File: config.mk
export PLATFORM = sky130hd
export DESIGN_NAME = ex_muldiv_unit
export DESIGN_NICKNAME = d
export VERILOG_FILES = /design/src/rtl/muldiv_pkg.sv /design/src/rtl/muldiv_core.sv /design/src/rtl/ex_muldiv_unit.sv
export SDC_FILE = /design/constraint.sdc
export NUM_CORES = 1
export LEC_CHECK = 0
export CAP_MARGIN = 20
export CORE_MARGIN = 4
export CORE_UTILIZATION = 55
export CTS_CLUSTER_SIZE = 20
export DETAILED_ROUTE_END_ITERATION = 10
export PLACE_DENSITY = 0.79
export SLEW_MARGIN = 10
export SYNTH_ARGS = -nofsm -noshare
export SYNTH_HDL_FRONTEND = slang
export SYNTH_HIERARCHICAL = 1
export SYNTH_SLANG_ARGS = --single-unit
export TNS_END_PERCENT = 20
File: constraint.sdc
create_clock -name clk_i -period 5.3 [get_ports clk_i]
set_input_delay 1.325 -clock clk_i [delete_from_list [all_inputs] [get_ports clk_i]]
set_output_delay 1.325 -clock clk_i [all_outputs]
set_load 0.03 [all_outputs]
File: src/rtl/muldiv_pkg.sv
// Shared encodings for the RV32M multiply/divide unit.
package muldiv_pkg;

  localparam int XLEN_DEF = 32;

  localparam logic [6:0] FUNCT7_MULDIV = 7'b0000001;

  localparam logic [2:0] F3_MUL    = 3'b000;
  localparam logic [2:0] F3_MULH   = 3'b001;
  localparam logic [2:0] F3_MULHSU = 3'b010;
  localparam logic [2:0] F3_MULHU  = 3'b011;
  localparam logic [2:0] F3_DIV    = 3'b100;
  localparam logic [2:0] F3_DIVU   = 3'b101;
  localparam logic [2:0] F3_REM    = 3'b110;
  localparam logic [2:0] F3_REMU   = 3'b111;

  typedef enum logic [1:0] {
    IDLE = 2'd0,
    CALC = 2'd1,
    DONE = 2'd2
  } state_e;

endpackage

File: src/rtl/muldiv_core.sv
// Iterative unsigned datapath: shift-add multiply or restoring divide,
// one bit per cycle, on operand magnitudes. The 2*XLEN accumulator holds
// {partial product, multiplier} for multiply and {remainder, quotient}
// for divide. acc_next_o exposes the step result so the caller can latch
// the final value on the same edge as the last iteration.
module muldiv_core #(
  parameter int XLEN  = 32,
  parameter int CNT_W = 6
) (
  input  logic              clk_i,
  input  logic              rst_i,
  input  logic              start_i,
  input  logic              run_i,
  input  logic              is_div_i,
  input  logic [XLEN-1:0]   a_i,
  input  logic [XLEN-1:0]   b_i,
  output logic              last_o,
  output logic [2*XLEN-1:0] acc_next_o
);

  logic [2*XLEN-1:0] acc_q, acc_d;
  logic [XLEN-1:0]   op_q;
  logic              is_div_q;
  logic [CNT_W-1:0]  cnt_q;
  logic [XLEN:0]     mul_sum, div_rem, div_diff;

  // One iteration: add-and-shift-right (mul) or shift-left-and-trial-subtract (div)
  always_comb begin
    mul_sum  = {1'b0, acc_q[2*XLEN-1:XLEN]} + (acc_q[0] ? {1'b0, op_q} : '0);
    div_rem  = acc_q[2*XLEN-1:XLEN-1];
    div_diff = div_rem - {1'b0, op_q};
    acc_d    = {mul_sum, acc_q[XLEN-1:1]};
    if (is_div_q) begin
      if (!div_diff[XLEN]) acc_d = {div_diff[XLEN-1:0], acc_q[XLEN-2:0], 1'b1};
      else                 acc_d = {div_rem[XLEN-1:0],  acc_q[XLEN-2:0], 1'b0};
    end
  end

  assign acc_next_o = acc_d;
  assign last_o     = run_i && (cnt_q == CNT_W'(XLEN-1));

  // Operand load on start, then one step per run cycle
  always_ff @(posedge clk_i) begin
    if (rst_i) begin
      acc_q    <= '0;
      op_q     <= '0;
      is_div_q <= 1'b0;
      cnt_q    <= '0;
    end else if (start_i) begin
      acc_q    <= {{XLEN{1'b0}}, a_i};
      op_q     <= b_i;
      is_div_q <= is_div_i;
      cnt_q    <= '0;
    end else if (run_i) begin
      acc_q    <= acc_d;
      cnt_q    <= cnt_q + CNT_W'(1);
    end
  end

endmodule

File: src/rtl/ex_muldiv_unit.sv
// EX-stage RV32M unit: decode, special-case shortcut, sign handling,
// FSM sequencing the iterative core, and pipeline stall generation.
import muldiv_pkg::*;

module ex_muldiv_unit #(
  parameter int XLEN  = XLEN_DEF,
  parameter int CNT_W = 6
) (
  input  logic            clk_i,
  input  logic            rst_i,
  input  logic            valid_i,
  input  logic [9:0]      funct_i,
  input  logic [XLEN-1:0] rs1_data_i,
  input  logic [XLEN-1:0] rs2_data_i,
  input  logic            flush_i,
  output logic            stall_o,
  output logic            busy_o,
  output logic            done_o,
  output logic [XLEN-1:0] result_o
);

  localparam logic [XLEN-1:0] INT_MIN = {1'b1, {(XLEN-1){1'b0}}};

  state_e            state_q, state_d;
  logic [2:0]        f3, f3_q;
  logic              is_mop, a_sgn, b_sgn, a_neg, b_neg;
  logic              div0, ovf, special, accept, accept_calc, accept_spec;
  logic [XLEN-1:0]   a_mag, b_mag, spec_res, fix_res, result_q;
  logic              neg_q, negr_q, last, run;
  logic [2*XLEN-1:0] acc, prod;

  assign f3     = funct_i[2:0];
  assign is_mop = (funct_i[9:3] == FUNCT7_MULDIV);
  assign a_sgn  = (f3 == F3_MULH) || (f3 == F3_MULHSU) || (f3 == F3_DIV) || (f3 == F3_REM);
  assign b_sgn  = (f3 == F3_MULH) || (f3 == F3_DIV) || (f3 == F3_REM);
  assign a_neg  = a_sgn && rs1_data_i[XLEN-1];
  assign b_neg  = b_sgn && rs2_data_i[XLEN-1];
  assign a_mag  = a_neg ? (~rs1_data_i + XLEN'(1)) : rs1_data_i;
  assign b_mag  = b_neg ? (~rs2_data_i + XLEN'(1)) : rs2_data_i;

  // Divide-by-zero and INT_MIN/-1 bypass the iterative core entirely
  assign div0    = f3[2] && (rs2_data_i == '0);
  assign ovf     = ((f3 == F3_DIV) || (f3 == F3_REM)) && (rs1_data_i == INT_MIN) && (rs2_data_i == '1);
  assign special = div0 || ovf;

  // Remainder ops (f3[1]=1) return the dividend on /0 and zero on overflow
  always_comb begin
    spec_res = '1;
    if (div0)     spec_res = f3[1] ? rs1_data_i : '1;
    else if (ovf) spec_res = f3[1] ? '0 : INT_MIN;
  end

  assign accept      = (state_q == IDLE) && valid_i && is_mop && !flush_i;
  assign accept_calc = accept && !special;
  assign accept_spec = accept && special;
  assign run         = (state_q == CALC) && !flush_i;

  muldiv_core #(.XLEN(XLEN), .CNT_W(CNT_W)) u_core (
    .clk_i      (clk_i),
    .rst_i      (rst_i),
    .start_i    (accept_calc),
    .run_i      (run),
    .is_div_i   (f3[2]),
    .a_i        (a_mag),
    .b_i        (b_mag),
    .last_o     (last),
    .acc_next_o (acc)
  );

  // Sign fix-up of the final accumulator and selection of the result half
  always_comb begin
    prod    = neg_q ? (~acc + (2*XLEN)'(1)) : acc;
    fix_res = prod[XLEN-1:0];
    unique case (f3_q)
      F3_MUL:                        fix_res = prod[XLEN-1:0];
      F3_MULH, F3_MULHSU, F3_MULHU:  fix_res = prod[2*XLEN-1:XLEN];
      F3_DIV, F3_DIVU:               fix_res = neg_q ? (~acc[XLEN-1:0] + XLEN'(1)) : acc[XLEN-1:0];
      default:                       fix_res = negr_q ? (~acc[2*XLEN-1:XLEN] + XLEN'(1))
                                                      : acc[2*XLEN-1:XLEN];
    endcase
  end

  // State register
  always_ff @(posedge clk_i) begin
    if (rst_i) state_q <= IDLE;
    else       state_q <= state_d;
  end

  // Next state and stall; DONE never re-accepts the instruction still in ID/EX
  always_comb begin
    state_d = state_q;
    stall_o = 1'b0;
    unique case (state_q)
      IDLE: begin
        stall_o = accept;
        if (accept_spec)      state_d = DONE;
        else if (accept_calc) state_d = CALC;
      end
      CALC: begin
        stall_o = 1'b1;
        if (flush_i)   state_d = IDLE;
        else if (last) state_d = DONE;
      end
      default: state_d = IDLE;
    endcase
  end

  // Operation context latched at accept; result updated only on completion
  always_ff @(posedge clk_i) begin
    if (rst_i) begin
      f3_q     <= '0;
      neg_q    <= 1'b0;
      negr_q   <= 1'b0;
      result_q <= '0;
    end else begin
      if (accept_calc) begin
        f3_q   <= f3;
        neg_q  <= a_neg ^ b_neg;
        negr_q <= a_neg;
      end
      if (accept_spec)  result_q <= spec_res;
      else if (last && run) result_q <= fix_res;
    end
  end

  assign busy_o   = (state_q != IDLE);
  assign done_o   = (state_q == DONE);
  assign result_o = result_q;

endmodule

# Word level (Yosys, flattened, before mapping)
# Index checks and enable logic that the tools add are counted.
# Widths: inputs -> output; s select.
totals:
  input_bits: 78
  register_bits: 142
  output_inout_bits: 35
  wordCells: 96
classes:
  eq_ne: 17
  n_reduce_logical: 32
  n_bitwise: 6
  addsub: 8
  n_mux: 23
ops:
  columns: ["operator", "n"]
  rows:
  - ["$mux 32", 13]
  - ["$mux 64", 3]
  - ["$add 32x1->32 const B", 4]
  - ["$not 32->32", 4]
  - ["$pmux 32 s3", 1]
  - ["$add 64x1->64 const B", 1]
  - ["$eq 32x32->1 const B", 2]
  - ["$not 64->64", 1]
  - ["$add 32x32->33", 1]
  - ["$sub 33x32->33", 1]
  - ["$logic_not 32->1", 1]
  - ["$logic_and 1x1->1", 13]
  - ["$eq 3x3->1 const B", 4]
  - ["$eq 3x2->1 const B", 3]
  - ["$mux 2", 4]
  - ["$eq 7x1->1 const B", 1]
  - ["$logic_or 1x1->1", 7]
  - ["$add 6x1->6 const B", 1]
  - ["$eq 3x1->1 const B", 2]
  - ["$eq 6x5->1 const B", 1]
  - ["$ne 3x3->1 const B", 2]
  - ["$reduce_bool 2->1", 3]
  - ["$pmux 2 s2", 1]
  - ["$reduce_or 2->1", 2]
  - ["other kinds (9)", 10]

# Longest topological paths before layout
# Gate-level depths: netlist (run 1).
depth:
  word_depth: 10
  mapped_depth: 23

# Hierarchy
# Netlist (run 1), hierarchy kept.
by_module_without_submodules:
  columns: ["module", "instances", "seq_area_each_um2", "cells_each", "area_per_inst_um2"]
  rows:
  - ["muldiv_core", 1, 2062.0, 1216, 8957.3]
  - ["ex_muldiv_unit", 1, 780.7, 928, 6257.3]

# Worst setup path before layout (run 1)
# Ideal clock, no wire load.
synth_timing:
  kind: "register -> register"
  from: "register u_core.acc_q[31]"
  to: "register result_q[25] (netlist: result_o[25])"
  period_less_slack_ns: 5.013
  arrival_ns: 4.880
  stages_incl_launch_ff: 22
  setup_ns: 0.132
  slack_ns: 0.287
  t_required_ns: 5.168
  cell_sequence: "dfxtp_1 > inv_1 > ha_1 > fa_1 > nand2b_1 > a21oi_1 > o211ai_1 > a211oi_2 > nor4_4 > xnor2_2 > buf_4 > mux2_1 > a21oi_1 > inv_1 > clkbuf_1 > nor4_1 > nand3_1 > o41ai_1 > xor2_1 > o22ai_1 > a21oi_1 > a221oi_2"
synth_between:
  elab_chain_len: 9
  elab_cells_between_ends: 15
  classes_between: "add/sub: 4; mux: 8; bitwise: 3"
synth_lines:
  columns: ["item", "line", "rtl"]
  rows:
  - ["from (decl)", "muldiv_core.sv:21", "logic [2*XLEN-1:0] acc_q, acc_d;"]
  - ["from (signal assigned)", "muldiv_core.sv:50", "acc_q <= {{XLEN{1'b0}}, a_i};"]
  - ["$sub 33x32->33 (*)", "muldiv_core.sv:31", "div_diff = div_rem - {1'b0, op_q};"]
  - ["$mux 64 (*)", "muldiv_core.sv:34", "if (!div_diff[XLEN]) acc_d = {div_diff[XLEN-1:0], acc_q[XLEN-2:0], 1'b1};"]
  - ["$mux 64 (*)", "muldiv_core.sv:33", "if (is_div_q) begin"]
  - ["named net acc[39]", "ex_muldiv_unit.sv:30", "logic [2*XLEN-1:0] acc, prod;"]
  - ["$not 64->64 or $not 32->32 (tied branches)", "ex_muldiv_unit.sv:72, ex_muldiv_unit.sv:78", null]
  - ["$add 64x1->64 or $add 32x1->32 (tied branches)", "ex_muldiv_unit.sv:72, ex_muldiv_unit.sv:78", null]
  - ["$mux 64 or $mux 32 (tied branches)", "ex_muldiv_unit.sv:72, ex_muldiv_unit.sv:78", null]
  - ["$pmux 32 s3 (*)", "ex_muldiv_unit.sv:74", "unique case (f3_q)"]
  - ["$mux 32 (*)", "ex_muldiv_unit.sv:122", "else if (last && run) result_q <= fix_res;"]
  - ["$mux 32 (*)", "ex_muldiv_unit.sv:121", "if (accept_spec) result_q <= spec_res;"]
  - ["to (signal assigned)", "ex_muldiv_unit.sv:121", null]
  - ["to (signal assigned)", "ex_muldiv_unit.sv:122", null]
  - ["to (decl)", "ex_muldiv_unit.sv:28", "logic [XLEN-1:0] a_mag, b_mag, spec_res, fix_res, result_q;"]
# The timed path passes the listed nets; every way through them passes the cells marked *. The select of a mux whose other input is x is not followed.
# A chain may end at the register's enable or synchronous reset.

# Worst setup path in the final report (run 1)
layout_timing:
  from: "register u_core.op_q[9]"
  to: "register result_q[23] (netlist: result_o[23])"
layout_between:
  elab_chain_len: 9
  elab_cells_between_ends: 17
  classes_between: "add/sub: 5; mux: 9; bitwise: 3"
layout_lines:
  columns: ["item", "line", "rtl"]
  rows:
  - ["from (decl)", "muldiv_core.sv:22", "logic [XLEN-1:0] op_q;"]
  - ["from (signal assigned)", "muldiv_core.sv:51", "op_q <= b_i;"]
  - ["$sub 33x32->33 (*)", "muldiv_core.sv:31", null]
  - ["$mux 64 (*)", "muldiv_core.sv:34", null]
  - ["$mux 64 (*)", "muldiv_core.sv:33", null]
  - ["named net acc[39]", "ex_muldiv_unit.sv:30", null]
  - ["$not 64->64 or $not 32->32 (tied branches)", "ex_muldiv_unit.sv:72, ex_muldiv_unit.sv:78", null]
  - ["$add 64x1->64 or $add 32x1->32 (tied branches)", "ex_muldiv_unit.sv:72, ex_muldiv_unit.sv:78", null]
  - ["$mux 64 or $mux 32 (tied branches)", "ex_muldiv_unit.sv:72, ex_muldiv_unit.sv:78", null]
  - ["$pmux 32 s3 (*)", "ex_muldiv_unit.sv:74", null]
  - ["$mux 32 (*)", "ex_muldiv_unit.sv:122", null]
  - ["$mux 32 (*)", "ex_muldiv_unit.sv:121", null]
# Marked as above.

==> results of run 1 <==
-- routing by layer --
layer / part of all wire [%] / GRT usage (%) / up-vias
li1: - / - / 8119
met1: 41 / 57.37 / 8490
met2: 40 / 57.97 / 1417
met3: 15 / 14.35 / 241
met4: 3.3 / 11.81 / 4
met5: 0.057 / 0 / -
-- how the worst max path moves through the flow --
stage / slack [ps] / start / cells past startpoint / end
floorplan: 290 / u_core/acc_q[31] / 21 / result_o[25]
global placement: -90 / u_core/acc_q[31] / 24 / result_o[27]
detailed placement: -100 / u_core/acc_q[31] / 24 / result_o[27]
CTS: 80 / u_core/acc_q[31] / 21 / result_o[20]
global route: 0.5 / u_core/op_q[13] / 20 / result_o[20]
finish: 170 / u_core/op_q[9] / 22 / result_o[23]
-- power groups by stage --
stage | clock network (W) | logic, W | registers, W
global placement | 0 | 0.000326 | 0.00109
global route | 0.00134 | 0.000368 | 0.00107
floorplan | 0 | 0.000162 | 0.00109
CTS | 0.00129 | 0.000333 | 0.00107
detailed placement | 0 | 0.000332 | 0.00109
finish | 0.00130 | 0.000356 | 0.00107
-- layout make-up --
type / instances / area share, %
clock buffers: 19 / 2.476
well taps: 372 / 2.545
clock inverters: 13 / 0.8345
multi-input cells: 1782 / 63.92
flip-flops and latches: 142 / 15.56
inverters: 81 / 1.669
repair buffers: 273 / 13.00
-- through the flow --
step	setup WS (ps)	total power, W
after floorplan	287.5	0.001255
after global placement	-91.28	0.001419
after detailed placement	-98.14	0.001424
after CTS	76.58	0.002695
after global routing	0.5214	0.002772
final	174.0	0.002719
-- cells by family (layout without fill, tap and decap cells) --
family | Yosys count | after routing | synth area share, %
buffers and inverters | 220 | 386 | 5.773
and+or+nand+nor | 844 | 844 | 27.49
AOI/OAI and AO/OA | 615 | 615 | 26.41
adders and majority gates | 72 | 72 | 6.020
muxes | 91 | 91 | 6.308
DFF | 142 | 142 | 18.68
xor gates and xnor gates | 160 | 160 | 9.309
-- cells in the final DEF, fill, tap and decap left out, types with 38 or more instances in the layout --
cell             instances
or3_1                   52
ha_1                    67
a31oi_1                 42
nand2_1                190
o31ai_1                 41
clkdlybuf4s50_1        111
mux2i_1                 52
nor2_1                 262
xnor2_1                 86
nor3_1                  64
inv_1                   80
a21oi_1                168
nand3_1                 38
buf_4                  158
o21ai_0                119
and2_1                  45
dfxtp_1                141
xor2_1                  72
-- worst max-delay path: stages (launching register included) --
cell      delay (ps)
dfxtp_1          380
inv_1             70
ha_1             350
a21oi_1          290
o221a_1          240
o21a_1           180
a211oi_2         110
nor4_4           360
xnor2_2          180
buf_4            180
mux2_1           330
a21oi_1          310
inv_1             90
buf_4            180
nor4_1           170
buf_4            190
nand4_1          110
buf_4            190
o21ai_0          190
xor2_1           180
o221ai_1         130
nor3_1           470
nor3_1           100
-- registers in the layout (all words and copies together) (netlist names) --
signal	flops
u_core/cnt_q	6
u_core/acc_q	64
f3_q	3
negr_q	1
u_core/op_q	32
state_q	2
neg_q	1
u_core/is_div_q	1
result_o	32
-- timing repair --
| action | in CTS | in global routing |
|---|---|---|
| pin swaps | 0 | 7 |
| setup endpoints to repair | 3 | 23 |
| hold buffers | 0 | 0 |
| endpoints found under the hold margin | 0 | 0 |
| gates resized for setup | 2 | 32 |
| buffers inserted | 0 | 5 |
-- synthesized netlist by cell type (all sizes together) (4+ instances only) --
master / count
a41oi: 7
a21o: 32
nand3: 38
mux2: 39
nand3b: 5
or2: 12
and2: 45
nor4: 39
o41ai: 14
mux2i: 52
and3: 19
or3: 53
a22oi: 4
o21a: 12
o22ai: 20
a211oi: 35
o211ai: 24
or4: 17
a21oi: 174
a21boi: 4
o32ai: 8
o221ai: 5
dfxtp: 142
o21ai: 125
o21bai: 10
a31oi: 44
nor4b: 6
xnor2: 87
nand2b: 20
xor2: 73
a221oi: 18
and4: 4
buf: 35
o31ai: 41
nand4: 31
nor2b: 15
nor3: 70
nand2: 191
nor3b: 6
nor2: 265
clkbuf: 104
ha: 70
inv: 81
==> flow_summary.json, run 1 <==
{
  "status": "finished clean",
  "endpoint_kind": "flop",
  "max_cap_violations": 0,
  "wl_per_cell_um": 24.19,
  "place_congestion": 1.063,
  "r2r_end": "result_o[23]",
  "swShare_pct": 28.70,
  "firstDrtPassIters": 6,
  "dpl_cell_area_um2": 17470,
  "syn_avg_cell_area_um2": 7.096,
  "multi_input_area_um2": 11690,
  "seqPwrFrac_pct": 39.3,
  "syn_nets": 2294,
  "numCtsBuffers": 17,
  "worst_ep_required_time_ps": 5600,
  "fin_setup_tns_ps": 0,
  "power.internal_w": 0.001939,
  "rr_worst_depth": 22,
  "viasPerCell": 6.812,
  "holdPathStages": 2,
  "area.sequential_um2": 2846,
  "p_sw_w": 0.0007802,
  "rrSetupSlack_ps": 170,
  "die-area_um2": 30390,
  "area_growth_pct": 20.22,
  "powerDensity_nw_per_um2": 148.6,
  "drt_wl_total_um": 64890,
  "tightestPinTransition_ps": 849.7,
  "path_max_fanout": 9,
  "start_util_pct": 56.14,
  "die_h_um": 174.3,
  "holdWs_ps": 462.5,
  "rows": 60,
  "crit_type": "reg -> reg",
  "clk_pin_slew_ps": 70,
  "drive_gt1_share_pct": 13.42,
  "synth_top_area_share_pct": 18.68,
  "synth-edff-count": 0,
  "hold_path_end": "result_o[15]",
  "finalHoldViolations": 0,
  "synth_area_um2": 15210,
  "async_flop_share_pct": 0,
  "finalSetupViolCount": 0,
  "io_buffers": 112,
  "hp-start": "result_o[15]",
  "numClockSinks": 142,
  "ctsRootBufferMaster": "clkbuf_16",
  "fin_crit_ps": 5126,
  "irDropWorstVdd_v": 0.0001809,
  "io-pin-count": 113,
  "synth_warnings": 6,
  "diodes": 0,
  "slew_violations": 0,
  "grt_usage_pct": 40.58,
  "ys_top_cells_by_area": "dfxtp_1 (19%), nor2_1 (6.5%), ha_1 (5.8%), a21oi_1 (5.6%), xnor2_1 (5.0%)",
  "slew_headroom_pct": 43.15,
  "synth-seq-area-share_pct": 18.68,
  "fin_nets": 2447,
  "fin_crit_sh_pct": 96.72,
  "post-route-util_pct": 67.49,
  "ant_nets": 0,
  "first_iter_violations": 3107,
  "pwr-share-clk_pct": 47.6,
  "ys_types": 94,
  "startpoint_type": "flop",
  "hpwl_um": 49300,
  "worst_skew_pair.late_latency_ps": 450,
  "drcViolationCount": 0,
  "r2r-start": "u_core/op_q[9]",
  "htree_levels": 4,
  "antenna_found_initial": 2,
  "place_inst": 2645,
  "timing.fmax_mhz": 195.1,
  "grt_pass1_wl_um": 97760,
  "yosys.area.top_type": "dfxtp_1",
  "combPwrFrac_pct": 13.1,
  "skew_ps": 14.57,
  "cp.arrival_ps": 5430,
  "synth-seq-cells": 142,
  "clockBufferDepth": 2,
  "fill_cells": 2367,
  "grt_overflow": 0,
  "synthCells": 2144,
  "grt_max_degree": 83,
  "coreArea_um2": 27100,
  "cts_tree": "yes",
  "rsz0062_at_grt": "no",
  "ys.flop_type": "dfxtp_1",
  "final_cell_count_no_fill": 2682,
  "design_area_um2": 18290,
  "dr_total_vias": 18270,
  "die_w_um": 174.3,
  "p_leak_nw": 7.510,
  "worstHoldPathType": "reg -> reg",
  "grt_pass1_vias": 16770
}
Note: power is estimated with default switching activity, not from simulation.
==> run 2, diff against run 1 <==
CTS_CLUSTER_DIAMETER = 100   (was default)
==> results of run 2 <==
The final DEF is identical to that of run 1; final timing and power are the same.
